$ cat src/rtl/data_mem_arbiter_if.sv
// Requester-side bus of data_mem_arbiter: one instance per port (CPU LSU, auxiliary master).
// master = requester, slave = arbiter.
interface data_mem_arbiter_if #(
  parameter int ADDRESS_WIDTH = 32,
  parameter int DATA_WIDTH    = 32
);
  logic                     req;
  logic                     we;
  logic [ADDRESS_WIDTH-1:0] addr;
  logic [DATA_WIDTH-1:0]    wdata;
  logic [2:0]               funct3;
  logic                     gnt;
  logic                     rsp_valid;
  logic                     rsp_err;
  logic [DATA_WIDTH-1:0]    rdata;

  modport master (
    output req, we, addr, wdata, funct3,
    input  gnt, rsp_valid, rsp_err, rdata
  );

  modport slave (
    input  req, we, addr, wdata, funct3,
    output gnt, rsp_valid, rsp_err, rdata
  );
endinterface

$ cat src/rtl/data_mem_arbiter.sv
// Two-port arbiter/sequencer in front of data_mem (IDLE -> ACCESS -> RESP), with range check.
// Define DATA_MEM_ARB_RR_EN for round-robin arbitration; default is fixed priority (port 0 first).
module data_mem_arbiter #(
  parameter int          ADDRESS_WIDTH = 32,
  parameter int          DATA_WIDTH    = 32,
  parameter logic [31:0] MEM_BYTES     = 32'h20000
) (
  input  logic                     clk,
  input  logic                     rst,
  data_mem_arbiter_if.slave        p0,
  data_mem_arbiter_if.slave        p1,
  output logic                     mem_wr_en,
  output logic [ADDRESS_WIDTH-1:0] mem_addr,
  output logic [DATA_WIDTH-1:0]    mem_wdata,
  output logic [2:0]               mem_funct3,
  input  logic [DATA_WIDTH-1:0]    mem_rdata
);

  typedef enum logic [1:0] {IDLE, ACCESS, RESP} state_t;

  state_t                   state;
  logic                     lat_id;
  logic                     lat_we;
  logic                     lat_err;
  logic [ADDRESS_WIDTH-1:0] lat_addr;
  logic [DATA_WIDTH-1:0]    lat_wdata;
  logic [2:0]               lat_funct3;
  logic                     last_grant;
  logic [1:0]               rsp_valid;
  logic [1:0]               rsp_err;
  logic [DATA_WIDTH-1:0]    rdata [2];

  logic                     win0;
  logic                     win1;
  logic                     p0_first;
  logic                     sel_we;
  logic [ADDRESS_WIDTH-1:0] sel_addr;
  logic [DATA_WIDTH-1:0]    sel_wdata;
  logic [2:0]               sel_funct3;

  // Evaluated one bit wider than the address so an access near the top of the space cannot wrap.
  function automatic logic range_err(input logic [ADDRESS_WIDTH-1:0] addr,
                                     input logic [2:0]               funct3);
    logic [ADDRESS_WIDTH:0] size;
    logic [ADDRESS_WIDTH:0] limit;
    case (funct3[1:0])
      2'b00:   size = (ADDRESS_WIDTH+1)'(1);
      2'b01:   size = (ADDRESS_WIDTH+1)'(2);
      default: size = (ADDRESS_WIDTH+1)'(4);
    endcase
    limit = (ADDRESS_WIDTH+1)'(MEM_BYTES);
    return ({1'b0, addr} + size) > limit;
  endfunction

`ifdef DATA_MEM_ARB_RR_EN
  assign p0_first = last_grant;
`else
  assign p0_first = 1'b1;
`endif

  always_comb begin
    win0 = 1'b0;
    win1 = 1'b0;
    if (state == IDLE && !rst) begin
      if (p0.req && (!p1.req || p0_first)) win0 = 1'b1;
      else if (p1.req)                     win1 = 1'b1;
    end
  end

  assign p0.gnt = win0;
  assign p1.gnt = win1;

  assign sel_we     = win1 ? p1.we     : p0.we;
  assign sel_addr   = win1 ? p1.addr   : p0.addr;
  assign sel_wdata  = win1 ? p1.wdata  : p0.wdata;
  assign sel_funct3 = win1 ? p1.funct3 : p0.funct3;

  // Write strobe is gated by rst so a store caught by reset mid-ACCESS never lands.
  assign mem_wr_en  = (state == ACCESS) && lat_we && !lat_err && !rst;
  assign mem_addr   = lat_addr;
  assign mem_wdata  = lat_wdata;
  assign mem_funct3 = lat_funct3;

  assign p0.rsp_valid = rsp_valid[0];
  assign p0.rsp_err   = rsp_err[0];
  assign p0.rdata     = rdata[0];
  assign p1.rsp_valid = rsp_valid[1];
  assign p1.rsp_err   = rsp_err[1];
  assign p1.rdata     = rdata[1];

  always_ff @(posedge clk) begin
    if (rst) begin
      state      <= IDLE;
      lat_id     <= 1'b0;
      lat_we     <= 1'b0;
      lat_err    <= 1'b0;
      lat_addr   <= '0;
      lat_wdata  <= '0;
      lat_funct3 <= '0;
      last_grant <= 1'b1;
      rsp_valid  <= '0;
      rsp_err    <= '0;
      rdata[0]   <= '0;
      rdata[1]   <= '0;
    end else begin
      last_grant <= (win0 || win1) ? win1 : last_grant;
      case (state)
        // IDLE -> ACCESS: latch the winner's payload
        IDLE: begin
          if (win0 || win1) begin
            lat_id     <= win1;
            lat_we     <= sel_we;
            lat_addr   <= sel_addr;
            lat_wdata  <= sel_wdata;
            lat_funct3 <= sel_funct3;
            lat_err    <= range_err(sel_addr, sel_funct3);
            state      <= ACCESS;
          end
        end
        // ACCESS -> RESP: capture read data for the owning port
        ACCESS: begin
          rsp_valid[lat_id] <= 1'b1;
          rsp_err[lat_id]   <= lat_err;
          rdata[lat_id]     <= (!lat_we && !lat_err) ? mem_rdata : '0;
          state             <= RESP;
        end
        // RESP -> IDLE: response lasts exactly one cycle
        RESP: begin
          rsp_valid <= '0;
          rsp_err   <= '0;
          rdata[0]  <= '0;
          rdata[1]  <= '0;
          state     <= IDLE;
        end
        default: state <= IDLE;
      endcase
    end
  end

endmodule
$ cat src/flat_wrapper.sv
// flat-port wrapper written by rule: the top's interface ports become plain ports
module data_mem_arbiter_flat 
#(
  parameter int          ADDRESS_WIDTH = 32,
  parameter int          DATA_WIDTH    = 32,
  parameter logic [31:0] MEM_BYTES     = 32'h20000
)
  (clk, rst, mem_wr_en, mem_addr, mem_wdata, mem_funct3, mem_rdata, p0_req, p0_we, p0_addr, p0_wdata, p0_funct3, p0_gnt, p0_rsp_valid, p0_rsp_err, p0_rdata, p1_req, p1_we, p1_addr, p1_wdata, p1_funct3, p1_gnt, p1_rsp_valid, p1_rsp_err, p1_rdata);
  data_mem_arbiter_if #(.ADDRESS_WIDTH(ADDRESS_WIDTH), .DATA_WIDTH(DATA_WIDTH)) p0_i ();
  data_mem_arbiter_if #(.ADDRESS_WIDTH(ADDRESS_WIDTH), .DATA_WIDTH(DATA_WIDTH)) p1_i ();
  input  logic clk;
  input  logic rst;
  output logic mem_wr_en;
  output logic [ADDRESS_WIDTH-1:0] mem_addr;
  output logic [DATA_WIDTH-1:0] mem_wdata;
  output logic [2:0] mem_funct3;
  input  logic [DATA_WIDTH-1:0] mem_rdata;
  input wire logic [$bits(p0_i.req)-1:0] p0_req;
  input wire logic [$bits(p0_i.we)-1:0] p0_we;
  input wire logic [$bits(p0_i.addr)-1:0] p0_addr;
  input wire logic [$bits(p0_i.wdata)-1:0] p0_wdata;
  input wire logic [$bits(p0_i.funct3)-1:0] p0_funct3;
  output wire logic [$bits(p0_i.gnt)-1:0] p0_gnt;
  output wire logic [$bits(p0_i.rsp_valid)-1:0] p0_rsp_valid;
  output wire logic [$bits(p0_i.rsp_err)-1:0] p0_rsp_err;
  output wire logic [$bits(p0_i.rdata)-1:0] p0_rdata;
  input wire logic [$bits(p1_i.req)-1:0] p1_req;
  input wire logic [$bits(p1_i.we)-1:0] p1_we;
  input wire logic [$bits(p1_i.addr)-1:0] p1_addr;
  input wire logic [$bits(p1_i.wdata)-1:0] p1_wdata;
  input wire logic [$bits(p1_i.funct3)-1:0] p1_funct3;
  output wire logic [$bits(p1_i.gnt)-1:0] p1_gnt;
  output wire logic [$bits(p1_i.rsp_valid)-1:0] p1_rsp_valid;
  output wire logic [$bits(p1_i.rsp_err)-1:0] p1_rsp_err;
  output wire logic [$bits(p1_i.rdata)-1:0] p1_rdata;
  assign p0_i.req = p0_req;
  assign p0_i.we = p0_we;
  assign p0_i.addr = p0_addr;
  assign p0_i.wdata = p0_wdata;
  assign p0_i.funct3 = p0_funct3;
  assign p0_gnt = p0_i.gnt;
  assign p0_rsp_valid = p0_i.rsp_valid;
  assign p0_rsp_err = p0_i.rsp_err;
  assign p0_rdata = p0_i.rdata;
  assign p1_i.req = p1_req;
  assign p1_i.we = p1_we;
  assign p1_i.addr = p1_addr;
  assign p1_i.wdata = p1_wdata;
  assign p1_i.funct3 = p1_funct3;
  assign p1_gnt = p1_i.gnt;
  assign p1_rsp_valid = p1_i.rsp_valid;
  assign p1_rsp_err = p1_i.rsp_err;
  assign p1_rdata = p1_i.rdata;
  data_mem_arbiter #(.ADDRESS_WIDTH(ADDRESS_WIDTH), .DATA_WIDTH(DATA_WIDTH), .MEM_BYTES(MEM_BYTES)) u_core (.clk(clk), .rst(rst), .p0(p0_i), .p1(p1_i), .mem_wr_en(mem_wr_en), .mem_addr(mem_addr), .mem_wdata(mem_wdata), .mem_funct3(mem_funct3), .mem_rdata(mem_rdata));
endmodule
$ cat config.mk
export PLATFORM = sky130hd
export DESIGN_NAME = data_mem_arbiter_flat
export DESIGN_NICKNAME = d
export VERILOG_FILES = /design/src/rtl/data_mem_arbiter_if.sv /design/src/rtl/data_mem_arbiter.sv /design/src/flat_wrapper.sv
export SDC_FILE = /design/constraint.sdc
export NUM_CORES = 1
export LEC_CHECK = 0
export CORE_MARGIN = 2
export CORE_UTILIZATION = 43
export CTS_CLUSTER_DIAMETER = 120
export CTS_CLUSTER_SIZE = 28
export DETAILED_ROUTE_END_ITERATION = 7
export PLACE_DENSITY_LB_ADDON = 0.3
export SLEW_MARGIN = 20
export SYNTH_ARGS = -nofsm -noshare
export SYNTH_HDL_FRONTEND = slang
export SYNTH_SLANG_ARGS = --single-unit
export TNS_END_PERCENT = 5
$ cat constraint.sdc
create_clock -name clk -period 6.3 [get_ports clk]
set_clock_uncertainty 0.1 [all_clocks]
set_input_delay 1.26 -clock clk [delete_from_list [all_inputs] [get_ports clk]]
set_output_delay 1.26 -clock clk [all_outputs]
set_load 0.02 [all_outputs]
==> results by group, run 1 <==
Floorplan
  – Row count: 46
  – Number of I/O pins: 310
  – Die Area: 0.0174 mm²
  – Starting density of the core: 44.2%
  – Overall die height: about 130 µm
  – Area of the core: approximately 0.016 mm²
  – Die Wd: 132 µm

Worst setup path
  – Reg-to-reg startpoint: u_core.state[0]$_SDFFE_PP0P_
  – WS Path Type: in -> reg
  – Reg2Reg Depth: 15
  – CP startpoint kind: input pin
  – CP Max Fanout: 17
  – Worst stage delay on the critical path: 0.54 ns
  – Cell breakdown of the critical path: clkdlybuf4s50_1, nand4bb_4, inv_2, mux2i_1, and2_1, ha_1, fa_1, a21oi_1, or4_1, o32a_1, xor2_1, o41a_1, nor4_1, a211oi_1
  – Arrival time worst endpoint: 5.34 ns
  – Worst setup EP type: flip-flop
  – FF-to-FF setup slack: 1.81 ns
  – Buf/Inv on CP: 2
  – Crit path required time: around 6.5 ns
  – Slowest cell on the critical path: or4_1
  – R2r endpoint: u_core.lat_err$_SDFFE_PP0P_
  – Critical path's top delay family: simple AND/OR/NAND/NOR gates

Clock tree
  – Post-CTS resize count: 0
  – CTS Buf Count: 17
  – H-tree levels: 4
  – Clock latency on the worst-skew pair: between 0.4 and 0.5 ns
  – Clk buf depth: 2
  – Reg clk slew, reported paths: 0.06 ns
  – TritonCTS clock tree: done
  – Setup bufs post-CTS: 0
  – Root Driver: clkbuf_16
  – CTS sink cnt: 140
  – Hold buffer count at CTS: 0

STA
  – Fin crit share: ~80%
  – Final Critical Period: 5.18 ns
  – Worst-Margin Slew: 0.931 ns
  – F_max: slightly below 200 MHz
  – Setup TNS: 0 ns
  – Final worst setup slack: 1.12 ns
  – Slew Viols, Final: 0
  – RSZ-0062 raised after global routing: false
  – Worst slew margin: 37.8%
  – Endpoints failing hold: 0
  – Final setup fails: 0

GRT
  – Vias in the first global route: 6782
  – Total track usage: 26.6%
  – Gr ovfl total: 0
  – Initial antenna violation count: 0
  – Largest net degree at the start of global routing: 82
  – First-pass GRT wire length: 36.7 mm

Job
  – Max-Cap Viols: 0

Hold path
  – Worst Hold Class: reg -> reg
  – Hold Crit Endpoint: u_core.rsp_err[1]$_SDFFE_PP0P_
  – Hold path depth: 2
  – Hold path startpoint: u_core.rsp_err[1]$_SDFFE_PP0P_

Power and ir drop
  – Pwr/cell area: ~250 mW/mm²
  – Leak Pwr: a little over 4 nW
  – Maximum vdd ir drop: 0.183 mV

Placed design
  – DP HPWL: 17.1 mm
  – RD Place Congestion: 0.902
  – Place WS: between 0.6 and 0.7 ns
  – I/O Buffers: 309
  – Placed Area: 0.0103 mm²

Finish
  – N_diodes: 0
  – Nets: 1230
  – Final cell utilization of the core: between 60% and 70%
  – Synthesis-to-finish area growth: 53.8%
  – Most common cell after layout, fill and taps aside: clkdlybuf4s50_1
  – Final instance area: about 0.011 mm²
  – Most frequent cells in the layout: 308 x clkdlybuf4s50_1, 141 x nand2_1, 86 x nor2_1
  – Layout cells sized above 1: 5.08%

Detailed routing
  – Via count: 7153
  – Metal3 WL: 2.15 mm
  – Initial DRC Count: 515
  – Wire per inst: around 18 µm
  – Met1 Wirelength: 8.97 mm
  – Number of remaining DRC errors: 0
  – Routed wire length: 23.5 mm
  – Via density per instance: 5.60
  – DR pass1 iterations: 7
  – WL met2: 11.9 mm
  – ANT nets after route: 0
  – Top routing layer in use: met4

Synth
  – Main flop type after synthesis: dfxtp_1
  – Seq/Total Area, Yosys: 48.8%
  – Post-synth EDFFs: 64
  – Net count after synthesis: 948
  – Synth async-reset ratio: 0%
  – Yosys reg bits: 140
  – YS warnings: 0
  – Mapped Avg Cell Area: 9.20 µm²
  – Synth cell types: 53
  – Synthesized area: 0.00705 mm²
  – Synthesized instance count: roughly 770

Run status
  – Status: complete, no violations
==> cell type report <==
class | instances | area [µm²]
Fill cell | 1275 | 5090
Sequential cell | 140 | 3440
Multi-Input combinational cell | 564 | 3380
Timing Repair Buffer | 320 | 3170
Clock buffer | 17 | 425
Tap cell | 216 | 270
Clock inverter | 15 | 139
Inverter | 6 | 22.5
==> cells in the mapped netlist, types with 3 or more instances <==
master | n | area [µm²]
a21o_1 | 3 | 22.5
nand2_1 | 141 | 529
o22ai_1 | 4 | 25.0
mux2i_1 | 24 | 240
edfxtp_1 | 64 | 1920
buf_2 | 8 | 40.0
a31oi_1 | 3 | 18.8
nand3_1 | 21 | 105
inv_1 | 4 | 15.0
a211oi_1 | 14 | 105
a32oi_1 | 3 | 26.3
nor3_1 | 16 | 80.1
or3_1 | 3 | 18.8
nor2_1 | 87 | 327
clkbuf_1 | 42 | 158
mux2_2 | 3 | 33.8
dfxtp_1 | 76 | 1520
ha_1 | 8 | 100
nor4_1 | 5 | 31.3
nor3b_1 | 6 | 45.0
o31ai_1 | 4 | 30.0
buf_1 | 5 | 18.8
and3_1 | 72 | 450
and4_1 | 4 | 35.0
xnor2_1 | 8 | 70.1
nand4_1 | 14 | 87.6
and2_1 | 5 | 31.3
xor2_1 | 10 | 87.6
o21ai_0 | 6 | 30.0
a21oi_1 | 17 | 85.1
o211ai_1 | 3 | 22.5
a311oi_1 | 55 | 482
==> per-layer routing <==
metal,track usage (%),vias up
li1,-,3410
met1,31.4,3345
met5,0,-
met2,46.2,357
met3,7.77,41
met4,9.18,0
==> power breakdown <==
group | switching [W] | leakage, nW | internal [W]
logic | 0.000351 | 2.52 | 0.000312
clock network | 0.000407 | 0.276 | 0.000549
registers | 0.0000379 | 1.30 | 0.00104
total | 0.000796 | 4.10 | 0.00190
==> metrics by stage <==
step	cells	total power, W	hold slack (ns)
finish	1278	0.00270	0.358
global route	1278	0.00281	0.390
CTS	1278	0.00271	0.356
detailed placement	1246	0.00176	0.348
global placement	1246	0.00175	0.342
floorplan	767	0.00141	0.367
==> state kept, by name (all words and copies together) (netlist names) <==
| register | cells |
|---|---|
| u_core.mem_wdata | 32 |
| u_core.lat_err | 1 |
| u_core.rsp_err | 2 |
| u_core.mem_addr | 32 |
| u_core.state | 2 |
| u_core.lat_we | 1 |
| u_core.rdata | 64 |
| u_core.lat_id | 1 |
| u_core.rsp_valid | 2 |
| u_core.mem_funct3 | 3 |
==> cell families after synthesis <==
kind of cell / share of synthesized area (%)
simple gates: 25.5
xor+xnor: 2.24
compound gates: 14.3
flops: 48.8
mux: 3.89
fa+ha+maj: 1.70
buf+inv: 3.60
==> worst min-delay path: cells and delay by family (launching register included) <==
family	cells	cell delay, ns
compound gates	1	0.05
simple gates	1	0.05
flops	1	0.31
==> worst max path at each step <==
stage	to	from	depth (start not counted)
2_1_floorplan	u_core.lat_err$_SDFFE_PP0P_	rst	19
3_3_place_gp	u_core.lat_err$_SDFFE_PP0P_	p0_req	14
3_5_place_dp	u_core.lat_err$_SDFFE_PP0P_	p0_req	14
4_1_cts	u_core.lat_err$_SDFFE_PP0P_	p0_req	14
5_1_grt	u_core.lat_err$_SDFFE_PP0P_	p0_req	14
6_report	u_core.lat_err$_SDFFE_PP0P_	p0_req	14
Note: power is estimated with default switching activity, not from simulation.
==> run 2: changes to the inputs <==
==> constraint.sdc (replaced) <==
create_clock -name clk -period 5.3 [get_ports clk]
set_clock_uncertainty 0.1 [all_clocks]
set_input_delay 1.06 -clock clk [delete_from_list [all_inputs] [get_ports clk]]
set_output_delay 1.06 -clock clk [all_outputs]
set_load 0.02 [all_outputs]
==> run 2 against run 1 <==
Wire length is 1.5% lower. Clock-buffer cell count up 1. Final cell count rose by 0.16%. First-iteration DRC count down 14%. Clock power increased by 40%. Worst hold slack worse by 0.0024 ns. Via count down 0.42%. Total power is 26% higher. Global-route usage down 0.22 points. Final area rose by 1.1%.
==> results by group, run 2 (synthesized netlist as in run 1, its figures left out) <==
Clock tree
  – Clock latency on the worst-skew pair: 0.42 ns (about the same)
  – CTS Buf Count: 17 (unchanged)
  – Hold buffer count at CTS: 0 (unchanged)
  – Clk buf depth: 2 (unchanged)
  – Root Driver: clkbuf_16
  – H-tree levels: 4 (unchanged)
  – TritonCTS clock tree: done
  – CTS sink cnt: 140 (unchanged)
  – Setup bufs post-CTS: 0 (unchanged)
  – Reg clk slew, reported paths: 0.06 ns (about the same)
  – Post-CTS resize count: 0 (unchanged)

Worst setup path
  – FF-to-FF setup slack: 1.04 ns (-0.77 ns)
  – Reg-to-reg startpoint: u_core.state[0]$_SDFFE_PP0P_
  – WS Path Type: in -> reg
  – Crit path from: p0_req
  – Worst setup EP type: flip-flop
  – Worst stage delay on the critical path: 0.55 ns (about the same)
  – Reg2Reg Depth: 15 (unchanged)
  – Cell breakdown of the critical path: clkdlybuf4s50_1, nand4bb_4, inv_2, mux2i_1, and2_1, ha_1, fa_1, a21oi_1, or4_1, o32a_1, xor2_1, o41a_1, nor4_1, a211oi_1
  – Crit path required time: 5.46 ns (-1.00 ns)
  – Arrival time worst endpoint: 4.90 ns (-0.44 ns)
  – R2r endpoint: u_core.lat_err$_SDFFE_PP0P_
  – Slowest cell on the critical path: or4_1
  – CP startpoint kind: input pin
  – CP endpoint: u_core.lat_err$_SDFFE_PP0P_
  – CP Max Fanout: 8 (-9)

Detailed routing
  – Initial DRC Count: 445 (-14%)
  – Wire per inst: 18.1 µm (-1.7%)
  – Via density per instance: 5.56 (-0.57%)
  – Via count: 7123 (-0.42%)
  – ANT nets after route: 0 (unchanged)
  – DR pass1 iterations: 5 (-2)
  – Number of remaining DRC errors: 0 (unchanged)
  – Routed wire length: 23.2 mm (-1.5%)

Finish
  – N_diodes: 0 (unchanged)
  – Largest register FFs: 64 (unchanged)
  – Largest Register: u_core.rdata
  – Layout cells sized above 1: 5.08% (-0.0096 points)
  – Nets: 1232 (+0.16%)
  – Finished Layout Cells: 1280 (+0.16%)
  – Synthesis-to-finish area growth: 55.5%
  – Most common cell after layout, fill and taps aside: clkdlybuf4s50_1
  – Most frequent cells in the layout: 308 x clkdlybuf4s50_1, 141 x nand2_1, 86 x nor2_1

STA
  – Final setup fails: 0 (unchanged)
  – Final Critical Period: 4.74 ns
  – F_max: 211 MHz
  – RSZ-0062 raised after global routing: false
  – Worst-Margin Slew: 0.939 ns (+0.00809 ns)
  – Setup TNS: 0 ns (unchanged)
  – Fin crit share: 89.5%
  – Endpoints failing hold: 0 (unchanged)
  – Slew Viols, Final: 0 (unchanged)
  – Worst slew margin: 37.3% (-0.54 points)

Run status
  – Status: complete, no violations

GRT
  – Gr ovfl total: 0 (unchanged)
  – Total track usage: 26.4% (-0.22 points)
  – Largest net degree at the start of global routing: 82 (unchanged)
  – Initial antenna violation count: 0 (unchanged)
  – Vias in the first global route: 6814 (+0.47%)
  – First-pass GRT wire length: 36.6 mm (-0.21%)

Power and ir drop
  – Maximum vdd ir drop: 0.202 mV (+10%)
  – Overall Power: 0.00341 W (+26%)
  – Leak Pwr: 4.15 nW (+1.3%)
  – Pwr/cell area: 311 mW/mm² (+25%)

Job
  – Max-Cap Viols: 0 (unchanged)

Floorplan
  – Number of I/O pins: 310 (unchanged)
  – Area of the core: 0.0159 mm² (unchanged)
  – Overall die height: 132 µm (unchanged)
  – Row count: 46 (unchanged)
  – Die Area: 0.0174 mm² (unchanged)
  – Die Wd: 132 µm (unchanged)
  – Starting density of the core: 44.2% (unchanged)

Placed design
  – I/O Buffers: 309 (unchanged)
  – RD Place Congestion: 0.892 (-1.2%)
  – Placed Instances: 1248 (+0.16%)
  – DP HPWL: 16.9 mm (-1.3%)

Hold path
  – Worst Hold Class: reg -> reg
run 2: changes by cell type in the layout (fill, tap and decap cells not counted), moves of 2 or more:
| cell | change |
|---|---|
| bufinv_16 | +5 |
| clkinv_2 | -2 |
| clkinv_4 | -3 |
| buf_4 | +2 |
run 2: routing by layer:
layer | routed length (µm) | track usage (%)
met1 | 8990 | 30.6
met5 | 0 | 0
met2 | 11500 | 45.5
met3 | 2000 | 8.54
met4 | 637 | 9.66
run 2: how the worst min path moves through the flow:
| stage | startpoint | end | slack [ns] | cells after the start |
|---|---|---|---|---|
| 3_5_place_dp | u_core.rsp_err[1]$_SDFFE_PP0P_ | u_core.rsp_err[1]$_SDFFE_PP0P_ | 0.35 | 2 |
| 6_report | u_core.rsp_err[1]$_SDFFE_PP0P_ | u_core.rsp_err[1]$_SDFFE_PP0P_ | 0.36 | 2 |
| 3_3_place_gp | u_core.rsp_err[1]$_SDFFE_PP0P_ | u_core.rsp_err[1]$_SDFFE_PP0P_ | 0.34 | 2 |
| 4_1_cts | u_core.rsp_err[1]$_SDFFE_PP0P_ | u_core.rsp_err[1]$_SDFFE_PP0P_ | 0.36 | 2 |
| 2_1_floorplan | u_core.lat_we$_SDFFE_PP0P_ | u_core.lat_we$_SDFFE_PP0P_ | 0.37 | 2 |
| 5_1_grt | u_core.rsp_err[1]$_SDFFE_PP0P_ | u_core.rsp_err[1]$_SDFFE_PP0P_ | 0.39 | 2 |
run 2: per-stage QoR:
stage               area (µm²)  setup WS [ns]  hold slack, ns  util [%]
floorplan                 7050          0.117           0.367         -
global placement         10300          0.230           0.344      64.6
detailed placement       10300          0.175           0.351      64.6
CTS                      11000          0.612           0.359      68.8
global route             11000          0.358           0.387      68.8
finish                   11000          0.557           0.355      68.8
run 2: critical path: cells and delay by family:
family,cells,cell delay [ns]
adders and majority gates,2,0.43
buffers and inverters,2,0.61
and+or+nand+nor,4,1.37
xor gates and xnor gates,1,0.18
AOI/OAI and AO/OA,4,1.01
muxes,1,0.23
run 2: layout make-up:
cell class	count	area, µm²
well taps	216	270
clock inverters	14	239
inverters	6	22.5
fillers	1292	4970
clock buffers	18	429
repair buffers	322	3190
flip-flops and latches	140	3440
multi-input cells	564	3380
run 2: power by group:
| group | internal [W] | switching, W | total, W | leakage [nW] |
|---|---|---|---|---|
| clock | 0.000884 | 0.000458 | 0.00134 | 0.319 |
| combinational | 0.000371 | 0.000416 | 0.000788 | 2.53 |
| sequential | 0.00124 | 0.0000442 | 0.00128 | 1.30 |
| total | 0.00250 | 0.000918 | 0.00341 | 4.15 |
